<file path="src/rtl/uart_pkg.sv">
// Shared types and constants for the UART packet parser.
// State and error-code encodings are common to the parser and any consumer of err_code.
package uart_pkg;

   localparam logic [7:0] DEFAULT_SYNC_BYTE = 8'hA5;

   typedef enum logic [2:0] {
      ST_HUNT    = 3'd0,
      ST_LEN     = 3'd1,
      ST_PAYLOAD = 3'd2,
      ST_CSUM    = 3'd3,
      ST_DRAIN   = 3'd4
   } state_e;

   typedef enum logic [1:0] {
      ERR_BAD_LEN = 2'd0,
      ERR_CSUM    = 2'd1,
      ERR_TIMEOUT = 2'd2,
      ERR_OVERRUN = 2'd3
   } err_code_e;

   // Address width for a register array, never below one bit.
   function automatic int unsigned addr_width(input int unsigned depth);
      return (depth > 1) ? $clog2(depth) : 1;
   endfunction

endpackage

</file>
<file path="src/rtl/uart_pkt_buf.sv">
// Payload buffer: DEPTH x 8 register array, one synchronous write port and
// one combinational read port.
module uart_pkt_buf #(
   parameter int unsigned DEPTH = 16,
   parameter int unsigned AW    = 4
) (
   input  logic          clk,
   input  logic          i_wr_en,
   input  logic [AW-1:0] i_wr_addr,
   input  logic [7:0]    i_wr_data,
   input  logic [AW-1:0] i_rd_addr,
   output logic [7:0]    o_rd_data
);

   logic [7:0] r_mem [DEPTH];

   // NOTE: storage arrays get no reset; every entry is written before it is read.
   always_ff @(posedge clk) begin
      if (i_wr_en) r_mem[i_wr_addr] <= i_wr_data;
   end

   assign o_rd_data = r_mem[i_rd_addr];

endmodule

</file>
<file path="src/rtl/uart_pkt_parser.sv">
// Frame parser behind a UART receiver: SYNC, LEN, payload, checksum, then replay.
// Optional inter-byte timeout is built only when UART_PKT_TIMEOUT_EN is defined.
module uart_pkt_parser
   import uart_pkg::*;
#(
   parameter int unsigned MAX_LEN     = 16,
   parameter logic [7:0]  SYNC_BYTE   = DEFAULT_SYNC_BYTE,
   parameter int unsigned TIMEOUT_CYC = 100000
) (
   input  logic       clk,
   input  logic       rst,
   input  logic [7:0] rx_byte,
   input  logic       rx_valid,
   output logic [7:0] m_data,
   output logic       m_valid,
   input  logic       m_ready,
   output logic       m_last,
   output logic       frame_ok,
   output logic       frame_err,
   output logic [1:0] err_code,
   output logic       busy
);

   localparam int unsigned IDX_W = $clog2(MAX_LEN + 1);
   localparam int unsigned AW    = addr_width(MAX_LEN);

   localparam logic [7:0]       LEN_MAX = 8'(MAX_LEN);
   localparam logic [IDX_W-1:0] IDX_ONE = IDX_W'(1);

   localparam logic [2:0] S_HUNT    = ST_HUNT;
   localparam logic [2:0] S_LEN     = ST_LEN;
   localparam logic [2:0] S_PAYLOAD = ST_PAYLOAD;
   localparam logic [2:0] S_CSUM    = ST_CSUM;
   localparam logic [2:0] S_DRAIN   = ST_DRAIN;

   logic [2:0]       r_state;
   logic [IDX_W-1:0] r_len;
   logic [IDX_W-1:0] r_idx;
   logic [IDX_W-1:0] r_rd_idx;
   logic [7:0]       r_csum;
   logic             r_m_valid;
   logic             r_frame_ok;
   logic             r_frame_err;
   logic [1:0]       r_err_code;

   logic [7:0]       w_csum_sum;
   logic             w_len_bad;
   logic             w_wr_en;
   logic [IDX_W-1:0] w_last_idx;
   logic [7:0]       w_rd_data;
   logic             w_handshake;
   logic             w_tmo_expire;

   assign w_csum_sum  = r_csum + rx_byte;
   assign w_len_bad   = (rx_byte == 8'd0) || (rx_byte > LEN_MAX);
   assign w_wr_en     = (r_state == S_PAYLOAD) && rx_valid;
   assign w_last_idx  = r_len - IDX_ONE;
   assign w_handshake = r_m_valid && m_ready;

   uart_pkt_buf #(
      .DEPTH (MAX_LEN),
      .AW    (AW)
   ) u_buf (
      .clk       (clk),
      .i_wr_en   (w_wr_en),
      .i_wr_addr (r_idx[AW-1:0]),
      .i_wr_data (rx_byte),
      .i_rd_addr (r_rd_idx[AW-1:0]),
      .o_rd_data (w_rd_data)
   );

`ifdef UART_PKT_TIMEOUT_EN
   localparam int unsigned TMO_W = $clog2(TIMEOUT_CYC);

   logic [TMO_W-1:0] r_tmo_cnt;
   logic             w_tmo_armed;

   assign w_tmo_armed  = (r_state == S_LEN) || (r_state == S_PAYLOAD) || (r_state == S_CSUM);
   // A byte landing on the expiry cycle masks the timeout and is parsed normally.
   assign w_tmo_expire = w_tmo_armed && !rx_valid && (r_tmo_cnt == TMO_W'(TIMEOUT_CYC - 1));

   always_ff @(posedge clk or negedge rst) begin
      if (!rst) begin
         r_tmo_cnt <= '0;
      end else if (rx_valid || !w_tmo_armed || w_tmo_expire) begin
         r_tmo_cnt <= '0;
      end else begin
         r_tmo_cnt <= r_tmo_cnt + 1'b1;
      end
   end
`else
   logic [31:0] w_unused_timeout_cyc;

   assign w_unused_timeout_cyc = TIMEOUT_CYC;
   assign w_tmo_expire         = 1'b0;
`endif

   // NOTE: sequential state uses non-blocking assignments so every register samples pre-edge values.
   always_ff @(posedge clk or negedge rst) begin
      if (!rst) begin
         r_state     <= S_HUNT;
         r_len       <= '0;
         r_idx       <= '0;
         r_rd_idx    <= '0;
         r_csum      <= '0;
         r_m_valid   <= 1'b0;
         r_frame_ok  <= 1'b0;
         r_frame_err <= 1'b0;
         r_err_code  <= '0;
      end else begin
         // NOTE: pulse outputs default low every cycle; the cases below raise them for one cycle.
         r_frame_ok  <= 1'b0;
         r_frame_err <= 1'b0;
         r_err_code  <= '0;

         case (r_state)
            S_HUNT: begin
               if (rx_valid && (rx_byte == SYNC_BYTE)) r_state <= S_LEN;
            end

            S_LEN: begin
               if (rx_valid) begin
                  if (w_len_bad) begin
                     r_frame_err <= 1'b1;
                     r_err_code  <= ERR_BAD_LEN;
                     r_state     <= S_HUNT;
                  end else begin
                     r_len   <= rx_byte[IDX_W-1:0];
                     r_csum  <= rx_byte;
                     r_idx   <= '0;
                     r_state <= S_PAYLOAD;
                  end
               end
            end

            S_PAYLOAD: begin
               if (rx_valid) begin
                  r_csum <= w_csum_sum;
                  r_idx  <= r_idx + IDX_ONE;
                  if (r_idx == w_last_idx) r_state <= S_CSUM;
               end
            end

            S_CSUM: begin
               if (rx_valid) begin
                  if (w_csum_sum == 8'd0) begin
                     r_frame_ok <= 1'b1;
                     r_m_valid  <= 1'b1;
                     r_rd_idx   <= '0;
                     r_state    <= S_DRAIN;
                  end else begin
                     r_frame_err <= 1'b1;
                     r_err_code  <= ERR_CSUM;
                     r_state     <= S_HUNT;
                  end
               end
            end

            S_DRAIN: begin
               // Bytes arriving while replaying are lost; the replay itself is untouched.
               if (rx_valid) begin
                  r_frame_err <= 1'b1;
                  r_err_code  <= ERR_OVERRUN;
               end
               if (w_handshake) begin
                  if (r_rd_idx == w_last_idx) begin
                     r_m_valid <= 1'b0;
                     r_state   <= S_HUNT;
                  end else begin
                     r_rd_idx <= r_rd_idx + IDX_ONE;
                  end
               end
            end

            default: r_state <= S_HUNT;
         endcase

         if (w_tmo_expire) begin
            r_frame_err <= 1'b1;
            r_err_code  <= ERR_TIMEOUT;
            r_state     <= S_HUNT;
         end
      end
   end

   assign m_valid   = r_m_valid;
   assign m_data    = r_m_valid ? w_rd_data : 8'd0;
   assign m_last    = r_m_valid && (r_rd_idx == w_last_idx);
   assign frame_ok  = r_frame_ok;
   assign frame_err = r_frame_err;
   assign err_code  = r_err_code;
   assign busy      = (r_state != S_HUNT);

endmodule

</file>
<file path="config.mk">
export PLATFORM = sky130hd
export DESIGN_NAME = uart_pkt_parser
export DESIGN_NICKNAME = d
export VERILOG_FILES = /design/src/rtl/uart_pkg.sv /design/src/rtl/uart_pkt_buf.sv /design/src/rtl/uart_pkt_parser.sv
export SDC_FILE = /design/constraint.sdc
export NUM_CORES = 1
export LEC_CHECK = 0
export CORE_ASPECT_RATIO = 1.1
export CORE_MARGIN = 8
export CORE_UTILIZATION = 65
export DETAILED_ROUTE_END_ITERATION = 6
export HOLD_SLACK_MARGIN = 0.08
export PLACE_DENSITY = 0.84
export SLEW_MARGIN = 15
export SYNTH_ARGS = -nofsm -noshare
export SYNTH_HDL_FRONTEND = slang
export SYNTH_SLANG_ARGS = --single-unit
</file>
<file path="constraint.sdc">
create_clock -name clk -period 4.06 [get_ports clk]
set_clock_uncertainty 0.2 [all_clocks]
set_input_delay 0.812 -clock clk [delete_from_list [all_inputs] [get_ports clk]]
set_output_delay 0.812 -clock clk [all_outputs]
set_load 0.02 [all_outputs]
</file>
==> flow_metrics.tcl, run 1 <==
set metrics [dict create \
    nets 517 \
    wl_per_cell_um 25.4 \
    core-area_um2 10800 \
    hold_path.class "reg -> reg" \
    grt_pass1_wl_um 25300 \
    cts_buffer_depth 2 \
    drive_gt1_share_pct 17.7 \
    die_h_um 126 \
    finalHoldViolations 0 \
    vdd_drop_max_mv 0.338 \
    dpl-instance-area_um2 7700 \
    finalSetupTns_ps 0 \
    pwr-share-clk_pct 35.4 \
    cap_viol_max_count 0 \
    powerDensity_nw_per_um2 526 \
    p_switching_uw 1270 \
    grt_pass1_vias 4341 \
    pre_cts_ws_ps 372 \
    ant_nets 0 \
    design.die.area_um2 14600 \
    synth-seq-cells 159 \
    syn_avg_cell_area_um2 16.4 \
    ioPinCount 27 \
    p_sw_share_pct 29.1 \
    crit_type "reg -> out" \
    grtUsageTotal_pct 24.1 \
    port_buffers 26 \
    route.detailed.drc 0 \
    seqCellArea_um2 4620 \
    initial_core_util_pct 66.2 \
    fin_ws_ps 96.5 \
    p_leak_uw 0.00305 \
    antenna_found_initial 0 \
    cts_buffers 17 \
    status "finished clean" \
    p_seq_share_pct 45.4 \
    synth_area_um2 7160 \
    route.vias.total 4192 \
    fin_crit_ps 3960 \
    h-tree-depth 4 \
    synthDistinctLibCells 56 \
    gp_congestion 0.814 \
    diodes 0 \
    path_clk_slew_ps 60 \
    cp-end-kind "output port" \
    detailed_place_hpwl_um 10100 \
    startpoint_type "flip-flop" \
    finalMaxSlewViolations 0 \
    synth-main-ff-cell "edfxtp_1" \
    area.growth.synth_to_final_pct 15.9 \
    synth_seq_area_share_pct 64.6 \
    insertion_delay_ps 420 \
    row_count 40 \
    setup_violations 0 \
    grt_overflow 0 \
    worstMarginPinSlew_ps 765 \
    ys.warnings.count 0 \
    clock-sinks 159 \
    cts_resized 0 \
    p_int_uw 3100 \
    nFillCells 615 \
    dr.first_iter.drc_count 446 \
    worstPathRequired_ps 3050 \
    whs_ps 309 \
    drtPass1Iterations 6 \
    synth_edf_count 128 \
    cts_hold_buf 0 \
    multi_input_comb_area_um2 2380 \
    synth_cells 437 \
    grt_max_degree 38 \
    fin_area_um2 8290 \
    comb_power_share_pct 19.2 \
    cts_root_buf "clkbuf_16" \
    synthArstFlopShare_pct 19.5 \
    wirelength_um 16500 \
    synth_fp_nets 463 \
    grt_setup_unrepaired "false" \
    fmax_ghz 0.252 \
    cts_tree "yes" \
    critical_path_peak_fanout 7 \
    arrival_ps 2950 \
    die-width_um 116 \
    post_cts_buffers 2 \
    slew_headroom_pct 48.8 \
    via_per_inst 6.44 \
    fin_crit_sh_pct 97.6 \
]
-- state kept, by name (all words and copies together) (netlist names) --
register / flops
err_code: 2
frame_err: 1
frame_ok: 1
m_valid: 1
r_csum: 8
r_idx: 5
r_len: 5
r_rd_idx: 5
r_state: 3
u_buf.r_mem: 128
-- cell type report --
cell class                      count  area share [%]
Timing Repair Buffer               55            6.07
Sequential cell                   159            55.7
Clock inverter                     15            1.78
Multi-Input combinational cell    249            28.7
Tap cell                          147            2.22
Inverter                            9           0.407
Clock buffer                       17            5.13
-- synthesized netlist by cell type, drive strengths merged, types with 7 or more instances --
cell	n	area (um2)
edfxtp	128	3840
mux4	40	995
dfrtp	31	776
nand2	31	119
nor2	29	116
o21ai	20	100
ha	13	163
and2	12	75.1
clkbuf	11	42.5
xnor2	11	96.3
buf	9	82.6
inv	9	33.8
a21oi	8	40.0
nand2b	7	43.8
nor3	7	35.0
xor2	7	61.3
-- power groups by stage --
stage | logic (uW) | clock network, uW | registers, uW
floorplan | 624 | 0 | 1960
global placement | 773 | 0 | 2000
detailed placement | 814 | 0 | 2010
CTS | 830 | 1560 | 1980
global route | 923 | 1620 | 2000
finish | 837 | 1540 | 1980
-- per-layer routing --
metal | part of all wire, % | global-route usage [%]
met3 | 6.7 | 5.74
met1 | 39 | 30.1
met2 | 53 | 40.1
met5 | 0 | 0
met4 | 1.3 | 8.25
-- final timing paths --
check	from	endpoint	slack, ps	cells after the start
max	r_rd_idx[0]$_DFFE_PN0P_	m_data[6]	100	5
min	r_csum[0]$_DFFE_PN0P_	r_csum[0]$_DFFE_PN0P_	310	2
max reg2reg	r_csum[0]$_DFFE_PN0P_	r_rd_idx[1]$_DFFE_PN0P_	1250	9
min reg2reg	r_csum[0]$_DFFE_PN0P_	r_csum[0]$_DFFE_PN0P_	310	2
max in group asynchronous	rst	r_rd_idx[0]$_DFFE_PN0P_	2740	2
min in group asynchronous	rst	r_len[4]$_DFFE_PN0P_	590	2
-- kinds of logic after synthesis --
| logic type | after synthesis | synth area share (%) |
|---|---|---|
| adders and majority gates | 14 | 2.55 |
| AOI/OAI and AO/OA | 53 | 4.88 |
| muxes | 47 | 15.0 |
| and+or+nand+nor | 116 | 8.32 |
| buffers and inverters | 29 | 2.22 |
| xor gates and xnor gates | 19 | 2.52 |
| DFF | 159 | 64.6 |
-- stage by stage --
step                      total power, uW  util (%)  cells
after floorplan                      2590         -    437
after global placement               2780      71.3    617
after detailed placement             2830      71.3    617
after CTS                            4370      76.7    651
after global routing                 4550      76.7    651
final                                4360      76.7    651
-- critical path: stages (launching register included) --
cell	delay, ps
dfrtp_2	450
buf_4	210
mux4_1	650
mux4_2	500
and2_1	170
clkdlybuf4s50_1	550
-- placed cells by master (no fill, tap or decap), types with 3 or more instances in the layout --
cell / instances
nor2_1: 28
a21o_1: 3
mux2_2: 4
edfxtp_1: 128
nor3_1: 7
xnor2_1: 11
xor2_1: 7
clkbuf_16: 17
inv_6: 6
mux4_2: 15
and2_1: 12
nand3_1: 4
mux2i_1: 3
a21oi_1: 8
o22ai_1: 6
dfrtp_1: 30
nor3b_1: 5
and3_1: 3
nand2b_1: 7
buf_4: 27
mux4_1: 25
nand2_1: 30
clkdlybuf4s50_1: 26
inv_1: 8
nand4_1: 4
o21ai_0: 19
a211oi_1: 3
ha_1: 13
Power figures use the tool's default switching activity.
==> run 2: changes to the inputs <==
--- a/config.mk
+++ b/config.mk
@@ -5,6 +5,7 @@
 export SDC_FILE = /design/constraint.sdc
 export NUM_CORES = 1
 export LEC_CHECK = 0
+export ABC_CLOCK_PERIOD_IN_PS = 4059
 export CORE_ASPECT_RATIO = 1.1
 export CORE_MARGIN = 8
 export CORE_UTILIZATION = 65
==> results of run 2 <==
Final layout, timing and power as in run 1 (identical DEF).
